`src/rtl/atconv_param_if.sv`:
```
// Bundles the image-ROM and layer-memory signals seen by the atrous-conv engine.
// The engine owns the master modport; the memory side connects through the slave modport.
interface atconv_param_if #(
    parameter int AW = 12
) ();
    logic          ready;
    logic          busy;
    logic [AW-1:0] iaddr;
    logic [12:0]   idata;
    logic          cwr;
    logic [AW-1:0] caddr_wr;
    logic [12:0]   cdata_wr;
    logic          crd;
    logic [AW-1:0] caddr_rd;
    logic [12:0]   cdata_rd;
    logic          csel;

    modport master (
        input  ready, idata, cdata_rd,
        output busy, iaddr, cwr, caddr_wr, cdata_wr, crd, caddr_rd, csel
    );

    modport slave (
        output ready, idata, cdata_rd,
        input  busy, iaddr, cwr, caddr_wr, cdata_wr, crd, caddr_rd, csel
    );
endinterface

```
`src/rtl/atconv_param.sv`:
```
// Parameterised atrous-conv engine: 3x3 dilated conv + bias + ReLU into layer 0, then 2x2 max-pool with ceil into layer 1.
// Define ATCONV_PARAM_SAT_EN to saturate positive layer-0 results at 0x0FFF instead of wrapping to 12 bits.
module atconv_param #(
    parameter int               IMG_W = 64,
    parameter int               DIL   = 2,
    parameter int               AW    = 2 * $clog2(IMG_W),
    parameter logic signed [12:0] W0   = 13'h1FFF,
    parameter logic signed [12:0] W1   = 13'h1FFE,
    parameter logic signed [12:0] W2   = 13'h1FFF,
    parameter logic signed [12:0] W3   = 13'h1FFC,
    parameter logic signed [12:0] W4   = 13'h0010,
    parameter logic signed [12:0] W5   = 13'h1FFC,
    parameter logic signed [12:0] W6   = 13'h1FFF,
    parameter logic signed [12:0] W7   = 13'h1FFE,
    parameter logic signed [12:0] W8   = 13'h1FFF,
    parameter logic signed [12:0] BIAS = 13'h1FF4
) (
    input  logic           clk,
    input  logic           reset,
    atconv_param_if.master bus
);
    localparam int unsigned LW    = $clog2(IMG_W);
    localparam int unsigned PW    = AW - 2;
    localparam int unsigned ACC_W = 30;

    typedef enum logic [2:0] {IDLE, CONV, CWR, POOL, PWR, DONE} state_t;

    state_t                   state;
    logic [3:0]               ph;
    logic [AW-1:0]            pix;
    logic [PW-1:0]            pidx;
    logic signed [ACC_W-1:0]  acc;
    logic [12:0]              mx;

    logic signed [12:0]       wsel;
    logic signed [ACC_W-1:0]  prod;
    logic signed [ACC_W-1:0]  acc_sum;
    logic signed [ACC_W-1:0]  v;
    logic [12:0]              l0_val;
    logic [12:0]              mx_next;
    logic [12:0]              pool_val;
    logic [AW-1:0]            pix_nxt;
    logic [PW-1:0]            pidx_nxt;

    // Replicate padding: clamp one coordinate of a tap to the image edge.
    function automatic logic [LW-1:0] clamp_off(input logic [LW-1:0] x, input int sel);
        int t;
        t = int'(x) + (sel - 1) * DIL;
        if (t < 0) t = 0;
        else if (t > IMG_W - 1) t = IMG_W - 1;
        return LW'(t);
    endfunction

    function automatic logic [AW-1:0] tap_addr(input logic [AW-1:0] p, input logic [3:0] k);
        return AW'({clamp_off(p[AW-1:LW], int'(k) / 3), clamp_off(p[LW-1:0], int'(k) % 3)});
    endfunction

    // Pool window word k: bit 1 picks the lower row, bit 0 the right column.
    function automatic logic [AW-1:0] rd_addr(input logic [PW-1:0] i, input logic [1:0] k);
        return AW'({i[PW-1:LW-1], k[1], i[LW-2:0], k[0]});
    endfunction

    always_comb begin
        wsel = W0;
        case (ph)
            4'd1:    wsel = W0;
            4'd2:    wsel = W1;
            4'd3:    wsel = W2;
            4'd4:    wsel = W3;
            4'd5:    wsel = W4;
            4'd6:    wsel = W5;
            4'd7:    wsel = W6;
            4'd8:    wsel = W7;
            4'd9:    wsel = W8;
            default: wsel = W0;
        endcase
        prod    = ACC_W'(signed'(bus.idata)) * ACC_W'(wsel);
        acc_sum = acc + prod;
        v       = (acc_sum >>> 4) + ACC_W'(BIAS);
        if (v < 0) begin
            l0_val = 13'd0;
        end
`ifdef ATCONV_PARAM_SAT_EN
        else if (v > 30'sh0FFF) begin
            l0_val = 13'h0FFF;
        end
`endif
        else begin
            l0_val = {1'b0, v[11:0]};
        end
        mx_next  = (bus.cdata_rd > mx) ? bus.cdata_rd : mx;
        pool_val = (mx_next[3:0] != 4'd0) ? {mx_next[12:4] + 9'd1, 4'd0} : mx_next;
        pix_nxt  = pix + AW'(1);
        pidx_nxt = pidx + PW'(1);
    end

    always_ff @(posedge clk) begin
        if (reset) begin
            state        <= IDLE;
            ph           <= '0;
            pix          <= '0;
            pidx         <= '0;
            acc          <= '0;
            mx           <= '0;
            bus.busy     <= 1'b0;
            bus.iaddr    <= '0;
            bus.cwr      <= 1'b0;
            bus.caddr_wr <= '0;
            bus.cdata_wr <= '0;
            bus.crd      <= 1'b0;
            bus.caddr_rd <= '0;
            bus.csel     <= 1'b0;
        end else begin
            case (state)
                IDLE: begin
                    if (bus.ready) begin
                        state     <= CONV;
                        bus.busy  <= 1'b1;
                        ph        <= '0;
                        pix       <= '0;
                        acc       <= '0;
                        bus.iaddr <= tap_addr('0, 4'd0);
                    end
                end
                // Tap k is addressed in phase k and its pixel is accumulated in phase k+1.
                CONV: begin
                    if (ph != 4'd0) acc <= acc_sum;
                    if (ph == 4'd9) begin
                        state        <= CWR;
                        ph           <= 4'd10;
                        bus.cwr      <= 1'b1;
                        bus.csel     <= 1'b0;
                        bus.caddr_wr <= pix;
                        bus.cdata_wr <= l0_val;
                    end else begin
                        ph <= ph + 4'd1;
                        if (ph < 4'd8) bus.iaddr <= tap_addr(pix, ph + 4'd1);
                    end
                end
                CWR: begin
                    bus.cwr <= 1'b0;
                    acc     <= '0;
                    ph      <= '0;
                    if (pix == '1) begin
                        state        <= POOL;
                        pidx         <= '0;
                        mx           <= '0;
                        bus.crd      <= 1'b1;
                        bus.caddr_rd <= rd_addr('0, 2'd0);
                    end else begin
                        state     <= CONV;
                        pix       <= pix_nxt;
                        bus.iaddr <= tap_addr(pix_nxt, 4'd0);
                    end
                end
                // Four reads in phases 0-3, data folded into the max in phases 1-4.
                POOL: begin
                    if (ph != 4'd0) mx <= mx_next;
                    if (ph == 4'd4) begin
                        state        <= PWR;
                        ph           <= 4'd5;
                        bus.cwr      <= 1'b1;
                        bus.csel     <= 1'b1;
                        bus.caddr_wr <= AW'(pidx);
                        bus.cdata_wr <= pool_val;
                    end else begin
                        ph <= ph + 4'd1;
                        if (ph == 4'd3) bus.crd <= 1'b0;
                        else bus.caddr_rd <= rd_addr(pidx, ph[1:0] + 2'd1);
                    end
                end
                PWR: begin
                    bus.cwr  <= 1'b0;
                    bus.csel <= 1'b0;
                    ph       <= '0;
                    mx       <= '0;
                    if (pidx == '1) begin
                        state    <= DONE;
                        bus.busy <= 1'b0;
                    end else begin
                        state        <= POOL;
                        pidx         <= pidx_nxt;
                        bus.crd      <= 1'b1;
                        bus.caddr_rd <= rd_addr(pidx_nxt, 2'd0);
                    end
                end
                DONE:    state <= IDLE;
                default: state <= IDLE;
            endcase
        end
    end
endmodule

```
`src/flat_wrapper.sv`:
```
// flat-port wrapper written by rule: the top's interface ports become plain ports
module atconv_param_flat 
#(
    parameter int               IMG_W = 64,
    parameter int               DIL   = 2,
    parameter int               AW    = 2 * $clog2(IMG_W),
    parameter logic signed [12:0] W0   = 13'h1FFF,
    parameter logic signed [12:0] W1   = 13'h1FFE,
    parameter logic signed [12:0] W2   = 13'h1FFF,
    parameter logic signed [12:0] W3   = 13'h1FFC,
    parameter logic signed [12:0] W4   = 13'h0010,
    parameter logic signed [12:0] W5   = 13'h1FFC,
    parameter logic signed [12:0] W6   = 13'h1FFF,
    parameter logic signed [12:0] W7   = 13'h1FFE,
    parameter logic signed [12:0] W8   = 13'h1FFF,
    parameter logic signed [12:0] BIAS = 13'h1FF4
)
  (clk, reset, bus_ready, bus_idata, bus_cdata_rd, bus_busy, bus_iaddr, bus_cwr, bus_caddr_wr, bus_cdata_wr, bus_crd, bus_caddr_rd, bus_csel);
  atconv_param_if #(.AW(AW)) bus_i ();
  input  logic clk;
  input  logic reset;
  input wire logic [$bits(bus_i.ready)-1:0] bus_ready;
  input wire logic [$bits(bus_i.idata)-1:0] bus_idata;
  input wire logic [$bits(bus_i.cdata_rd)-1:0] bus_cdata_rd;
  output wire logic [$bits(bus_i.busy)-1:0] bus_busy;
  output wire logic [$bits(bus_i.iaddr)-1:0] bus_iaddr;
  output wire logic [$bits(bus_i.cwr)-1:0] bus_cwr;
  output wire logic [$bits(bus_i.caddr_wr)-1:0] bus_caddr_wr;
  output wire logic [$bits(bus_i.cdata_wr)-1:0] bus_cdata_wr;
  output wire logic [$bits(bus_i.crd)-1:0] bus_crd;
  output wire logic [$bits(bus_i.caddr_rd)-1:0] bus_caddr_rd;
  output wire logic [$bits(bus_i.csel)-1:0] bus_csel;
  assign bus_i.ready = bus_ready;
  assign bus_i.idata = bus_idata;
  assign bus_i.cdata_rd = bus_cdata_rd;
  assign bus_busy = bus_i.busy;
  assign bus_iaddr = bus_i.iaddr;
  assign bus_cwr = bus_i.cwr;
  assign bus_caddr_wr = bus_i.caddr_wr;
  assign bus_cdata_wr = bus_i.cdata_wr;
  assign bus_crd = bus_i.crd;
  assign bus_caddr_rd = bus_i.caddr_rd;
  assign bus_csel = bus_i.csel;
  atconv_param #(.IMG_W(IMG_W), .DIL(DIL), .AW(AW), .W0(W0), .W1(W1), .W2(W2), .W3(W3), .W4(W4), .W5(W5), .W6(W6), .W7(W7), .W8(W8), .BIAS(BIAS)) u_core (.clk(clk), .reset(reset), .bus(bus_i));
endmodule
```
`config.mk`:
```
export PLATFORM = sky130hd
export DESIGN_NAME = atconv_param_flat
export DESIGN_NICKNAME = d
export VERILOG_FILES = /design/src/rtl/atconv_param_if.sv /design/src/rtl/atconv_param.sv /design/src/flat_wrapper.sv
export SDC_FILE = /design/constraint.sdc
export NUM_CORES = 1
export LEC_CHECK = 0
export ABC_AREA = 1
export CAP_MARGIN = 10
export CORE_MARGIN = 4
export CORE_UTILIZATION = 52
export DETAILED_ROUTE_END_ITERATION = 10
export GPL_ROUTABILITY_DRIVEN = 0
export PLACE_DENSITY = 0.77
export SYNTH_ARGS = -nofsm -noshare
export SYNTH_HDL_FRONTEND = slang
export SYNTH_SLANG_ARGS = --single-unit
```
`constraint.sdc`:
```
create_clock -name clk -period 11.1 [get_ports clk]
set_input_delay 3.33 -clock clk [delete_from_list [all_inputs] [get_ports clk]]
set_output_delay 3.33 -clock clk [all_outputs]
set_load 0.02 [all_outputs]
```
Yosys cells after proc, flatten, opt, wreduce, memory -nomap -nowiden
Memory sizes are Yosys's and may differ from the RTL's. A register that Yosys moved wholly into a read port is not among the register bits.
Cells that the tools add are included.
{"block": "classes", "n_mux": 63, "bitwise": 0, "n_shift": 0, "n_reduce_logical": 26, "multipliers": 1, "add_sub_neg": 13, "eq_ne": 23, "div_mod_pow": 2, "order_cmp": 11}
{"operator": "12-bit two-way mux", "n": 12}
{"operator": "30-bit one-hot mux with 3 select lines", "n": 1}
{"operator": "13-bit two-way mux", "n": 6}
{"operator": "12-bit one-hot mux with 3 select lines", "n": 2}
{"operator": "7-bit by 32-bit adder with 32-bit output", "n": 2}
{"operator": "32-bit by 7-bit greater-than comparator with 1-bit output, second input constant", "n": 2}
{"operator": "32-bit by 1-bit < comparator with 1-bit output, second input constant", "n": 2}
{"operator": "31-bit by 2-bit subtractor with 31-bit output, second input constant", "n": 2}
{"operator": "30-bit two-way mux", "n": 2}
{"operator": "6-bit two-way mux", "n": 8}
{"operator": "12-bit one-hot mux with 2 select lines", "n": 2}
{"operator": "13-bit one-hot mux with 3 select lines", "n": 1}
{"operator": "5-bit by 3-bit divider with 32-bit output, second input constant", "n": 1}
{"operator": "5-bit by 3-bit remainder unit with 32-bit output, second input constant", "n": 1}
{"operator": "30-bit by 26-bit adder with 30-bit output", "n": 1}
{"operator": "26-bit by 5-bit adder with 27-bit output, second input constant", "n": 1}
{"operator": "27-bit by 1-bit < comparator with 1-bit output, second input constant", "n": 1}
{"operator": "3-bit AND reduction", "n": 9}
{"operator": "13-bit by 13-bit multiplier with 26-bit output", "n": 1}
{"operator": "13-bit one-hot mux with 2 select lines", "n": 1}
{"operator": "10-bit two-way mux", "n": 2}
{"operator": "4-bit two-way mux", "n": 5}
{"operator": "10-bit one-hot mux with 2 select lines", "n": 1}
{"operator": "7-bit by 2-bit adder with 8-bit output, second input constant", "n": 2}
{"operator": "33 further kinds", "n": 71}
{"block": "word_totals", "ramBits": 0, "input_bits": 29, "mem_bits_ro": 192, "latch_bits": 0, "reg_bits": 125, "word_cells": 154, "out_inout_bits": 53, "memories": 1}
{"memory": "(name not given)", "words": 16, "width": 12, "read_ports": 1, "rd_ports_with_merged_regs": 1, "wr": 0, "line": "atconv_param.sv:65", "source": "case (ph)"}

Depth between registers and ports, before layout
{"block": "logic_depth", "word_depth": 10, "mapped_depth": 39, "mapped_depth_nobuf": 37}

Least setup slack after synthesis
Ideal clock, no wire load.
{"block": "synth_path", "path_kind": "input to register", "startpoint": "input port bus_idata[12]", "endpoint": "register u_core.bus.cdata_wr[2]", "stages": 26, "t_arrival_ps": 9403, "t_required_ps": 10968, "n_path_buf": 0, "slack_ps": 1564, "setup_ps": 132, "path_cell_list": "nand2_1 -> inv_1 -> fa_1 -> fa_1 -> fa_1 -> inv_1 -> fa_1 -> inv_1 -> fa_1 -> fa_1 -> ha_1 -> a21oi_1 -> o21ai_0 -> a21oi_1 -> o21ai_0 -> a21boi_1 -> o21ai_0 -> or2_1 -> nand2_1 -> nand2_1 -> nor2_1 -> nand4_2 -> nand2_1 -> inv_1 -> nand2_1 -> a21oi_1"}
{"block": "synth_via", "elab_chain_cells": 7}
{"item": "start: declaration", "line": "flat_wrapper.sv:23", "source": "input wire logic [$bits(bus_i.idata)-1:0] bus_idata;"}
{"item": "13-bit by 13-bit multiplier with 26-bit output", "line": "atconv_param.sv:77", "source": "prod = ACC_W'(signed'(bus.idata)) * ACC_W'(wsel);"}
{"item": "30-bit by 26-bit adder with 30-bit output", "line": "atconv_param.sv:78", "source": "acc_sum = acc + prod;"}
{"item": "26-bit by 5-bit adder with 27-bit output", "line": "atconv_param.sv:79", "source": "v = (acc_sum >>> 4) + ACC_W'(BIAS);"}
{"item": "27-bit by 1-bit < comparator with 1-bit output", "line": "atconv_param.sv:80", "source": "if (v < 0) begin"}
{"item": "12-bit two-way mux", "line": "atconv_param.sv:80"}
{"item": "13-bit two-way mux", "line": "atconv_param.sv:128", "source": "if (ph == 4'd9) begin"}
{"item": "13-bit one-hot mux with 2 select lines", "line": "atconv_param.sv:114", "source": "case (state)"}
{"item": "end signal: assignment", "line": "atconv_param.sv:134", "source": "bus.cdata_wr <= l0_val;"}
{"item": "end signal: assignment", "line": "atconv_param.sv:165", "source": "bus.cdata_wr <= pool_val;"}
{"item": "end: declaration", "line": "atconv_param_if.sv:20", "source": "output busy, iaddr, cwr, caddr_wr, cdata_wr, crd, caddr_rd, csel"}
No other way between the ends. The select of a mux whose other input is x is not followed.
A chain may end at the register's enable or synchronous reset.

Final worst setup path
{"block": "layout_path", "startpoint": "input port bus_idata[4]", "endpoint": "register u_core.bus.cdata_wr[9]"}
{"block": "layout_via", "elab_chain_cells": 7}
{"item": "13-bit by 13-bit multiplier with 26-bit output *", "line": "atconv_param.sv:77"}
{"item": "30-bit by 26-bit adder with 30-bit output *", "line": "atconv_param.sv:78"}
{"item": "26-bit by 5-bit adder with 27-bit output *", "line": "atconv_param.sv:79"}
{"item": "27-bit by 1-bit < comparator with 1-bit output", "line": "atconv_param.sv:80"}
{"item": "12-bit two-way mux *", "line": "atconv_param.sv:80"}
{"item": "13-bit two-way mux *", "line": "atconv_param.sv:128"}
{"item": "13-bit one-hot mux with 2 select lines *", "line": "atconv_param.sv:114"}
Mark *: on every way between the ends. The rest lies on a longest branch, timed or not. The select of a mux whose other input is x is not followed.

==> metrics.yaml <==
ctsResizeCount: 0
synthArstFlopShare: 0
drv_cap: 0
rows: 61
synth_edf_count: 0
ys_warn_count: 0
synth_compound_area_frac: 0.116
synthSimpleGateAreaFrac: 0.189
core-area_um2: 28200
slew_viol_final: 0
clk_path_buf_depth: 2
cp_slowest_cell: "clkdlybuf4s50_1"
synth_seq_cells: 128
post-place-ws_ns: 0.354
synth_xor_area_frac: 0.0368
areaGrowthSynthToFinish_pct: 12.0
worst_slack_ns: 0.745
crit_top_cell: "inv_1"
nets: 2357
place_area_um2: 16200
dp_hpwl_mm: 30.1
dieArea_um2: 31700
max_freq_mhz: 96.6
cts_root_buf: "clkbuf_16"
setup_tns_ns: 0
track_usage: 0.251
die_w_um: 178
port_buffers: 81
antenna_found_initial: 0
initial_core_util: 0.534
critPathKind: "in -> reg"
end_kind: "flip-flop"
totalWireLength_mm: 37.7
fin_area_um2: 16800
timing.final.crit_share: 0.933
syn_inst: 1929
grt_setup_unrepaired: "no"
path_max_fanout: 10
post_cts_buffers: 0
synth.avg_cell_area_um2: 7.79
ctsHoldBuffers: 0
yosysSeqAreaShare: 0.170
cts_tree: "built"
drive_gt1_frac: 0.0469
netlist-cell-type-count: 48
viasPerCell: 5.34
hold_viol_final: 0
min_period_ns: 10.35
via_count: 12700
whs_ns: 0.467
cp.required_ns: 11.43
arrival_ns: 10.68
cts_inserted_buffers: 17
die_h_um: 178
cts.sinks: 128
min_path_type: "reg -> reg"
status: "completed"
grt_pass1_vias: 13200
drtIter0Drc: 943
io-pin-count: 82
grt_pass1_wl_mm: 64.3
clock_skew_ns: 0.00832
grt_overflow_total: 0
setup_violations: 0
synth_nets: 2292
htreeDepth: 4
tightest_slew_ns: 1.17
path_clk_slew_ns: 0.06
synth_mux_area_frac: 0
drt-pass1-iter-count: 5
relSlewSlack: 0.221
grt_max_degree: 89
post_drt_wl_per_cell_um: 15.8
cp-start-kind: "primary input"
synth_top_family_by_area: "adder cells"
antennaDiodeCount: 0
ys_dominant_reg_cell: "dfxtp_1"
antenna_left: 0
synthAdderAreaFrac: 0.378
critPathMaxStageDelay_ns: 0.61
clkLatencyLatePin_ns: 0.43
drc: 0
synth_area_um2: 15000
[metrics by stage]
step | util | std cells
finish | 0.598 | 2384
CTS | 0.598 | 2384
global route | 0.598 | 2384
detailed placement | 0.575 | 2353
global placement | 0.575 | 2353
floorplan | - | 1929
[sequential cells by signal, indices dropped and copies added, names as in the netlist, 3 cells and up]
name	cells
u_core.bus.caddr_rd	12
u_core.pidx	10
u_core.bus.iaddr	12
u_core.mx	13
u_core.ph	4
u_core.bus.cdata_wr	13
u_core.state	3
u_core.acc	30
u_core.wsel	3
u_core.pix	12
u_core.bus.caddr_wr	12
[layout by cell type, fill, tap and decap left out, types with 3 or more instances in the layout]
cell               n
nand3b_1           3
o21ai_1            5
nand3_2            4
clkdlybuf4s50_1   80
o21a_1             4
clkbuf_16         17
nor3_1            23
bufinv_16          5
o21ai_0           98
nand4_1           19
nand2_2           11
xor2_1            36
nor2_1           100
xnor2_1           24
dfxtp_1          128
nand2_1          379
and2_1             3
nor2_4             5
nor4_1             4
a21o_1             8
clkinv_1           3
a31oi_1           11
clkinv_2           5
a21oi_1          174
or2_2             20
nand3_1           69
inv_1            381
a211oi_1           6
fa_1             201
o211ai_1           3
ha_1             133
o22ai_1            3
buf_4             10
nand2_4            3
o21bai_1           5
[logic make-up after synthesis]
kind of cell	count (synthesis)
AOI/OAI and AO/OA	325
xor gates and xnor gates	61
adders and majority gates	334
buffers and inverters	431
DFF	128
and+or+nand+nor	650
[critical path, delay by kind of cell]
| family | cells | cell delay, ns |
|---|---|---|
| simple gates | 9 | 1.31 |
| fa+ha+maj | 7 | 3.23 |
| compound gates | 7 | 1.56 |
| buf+inv | 7 | 1.25 |
[path summary, 6_finish.rpt]
check | to | slack (ns) | cells past startpoint | startpoint
worst max-delay path | u_core.bus.cdata_wr[9]$_SDFFE_PP0P_ | 0.75 | 30 | bus_idata[4]
worst min-delay path | u_core.pix[6]$_SDFFE_PP0P_ | 0.47 | 2 | u_core.pix[6]$_SDFFE_PP0P_
worst max register to register | u_core.bus.cdata_wr[9]$_SDFFE_PP0P_ | 3.15 | 28 | u_core.wsel[11]$_SDFF_PP1_
worst min register to register | u_core.pix[6]$_SDFFE_PP0P_ | 0.47 | 2 | u_core.pix[6]$_SDFFE_PP0P_
[routing by layer]
| metal | track usage | part of all wire |
|---|---|---|
| met5 | 0 | 0 |
| met4 | 0.0728 | 0.024 |
| met3 | 0.0483 | 0.063 |
| met2 | 0.427 | 0.49 |
| met1 | 0.326 | 0.43 |
[cell type report]
| cell class | count | area (um2) |
|---|---|---|
| flip-flops and latches | 128 | 2560 |
| inverters | 386 | 1450 |
| well taps | 378 | 473 |
| repair buffers | 91 | 881 |
| clock inverters | 12 | 190 |
| fillers | 2399 | 11300 |
| multi-input cells | 1370 | 10800 |
| clock buffers | 19 | 443 |
[cell usage after synthesis, drive strengths merged, types with 4 or more instances]
cell type	instances	share of area
a211oi	6	0.0030
a21o	8	0.0040
a21oi	174	0.058
a31oi	11	0.0046
buf	4	0.0022
clkbuf	41	0.010
dfxtp	128	0.17
fa	201	0.27
ha	133	0.11
inv	383	0.096
nand2	393	0.10
nand3	73	0.026
nand4	21	0.010
nor2	107	0.030
nor3	24	0.0080
nor4	4	0.0017
o21a	4	0.0020
o21ai	104	0.035
o21bai	6	0.0037
or2	22	0.0092
xnor2	24	0.014
xor2	37	0.023
Power is left out: the tool's default activity adds up to more than one toggle a clock period on the data nets, which glitch-free logic cannot reach.
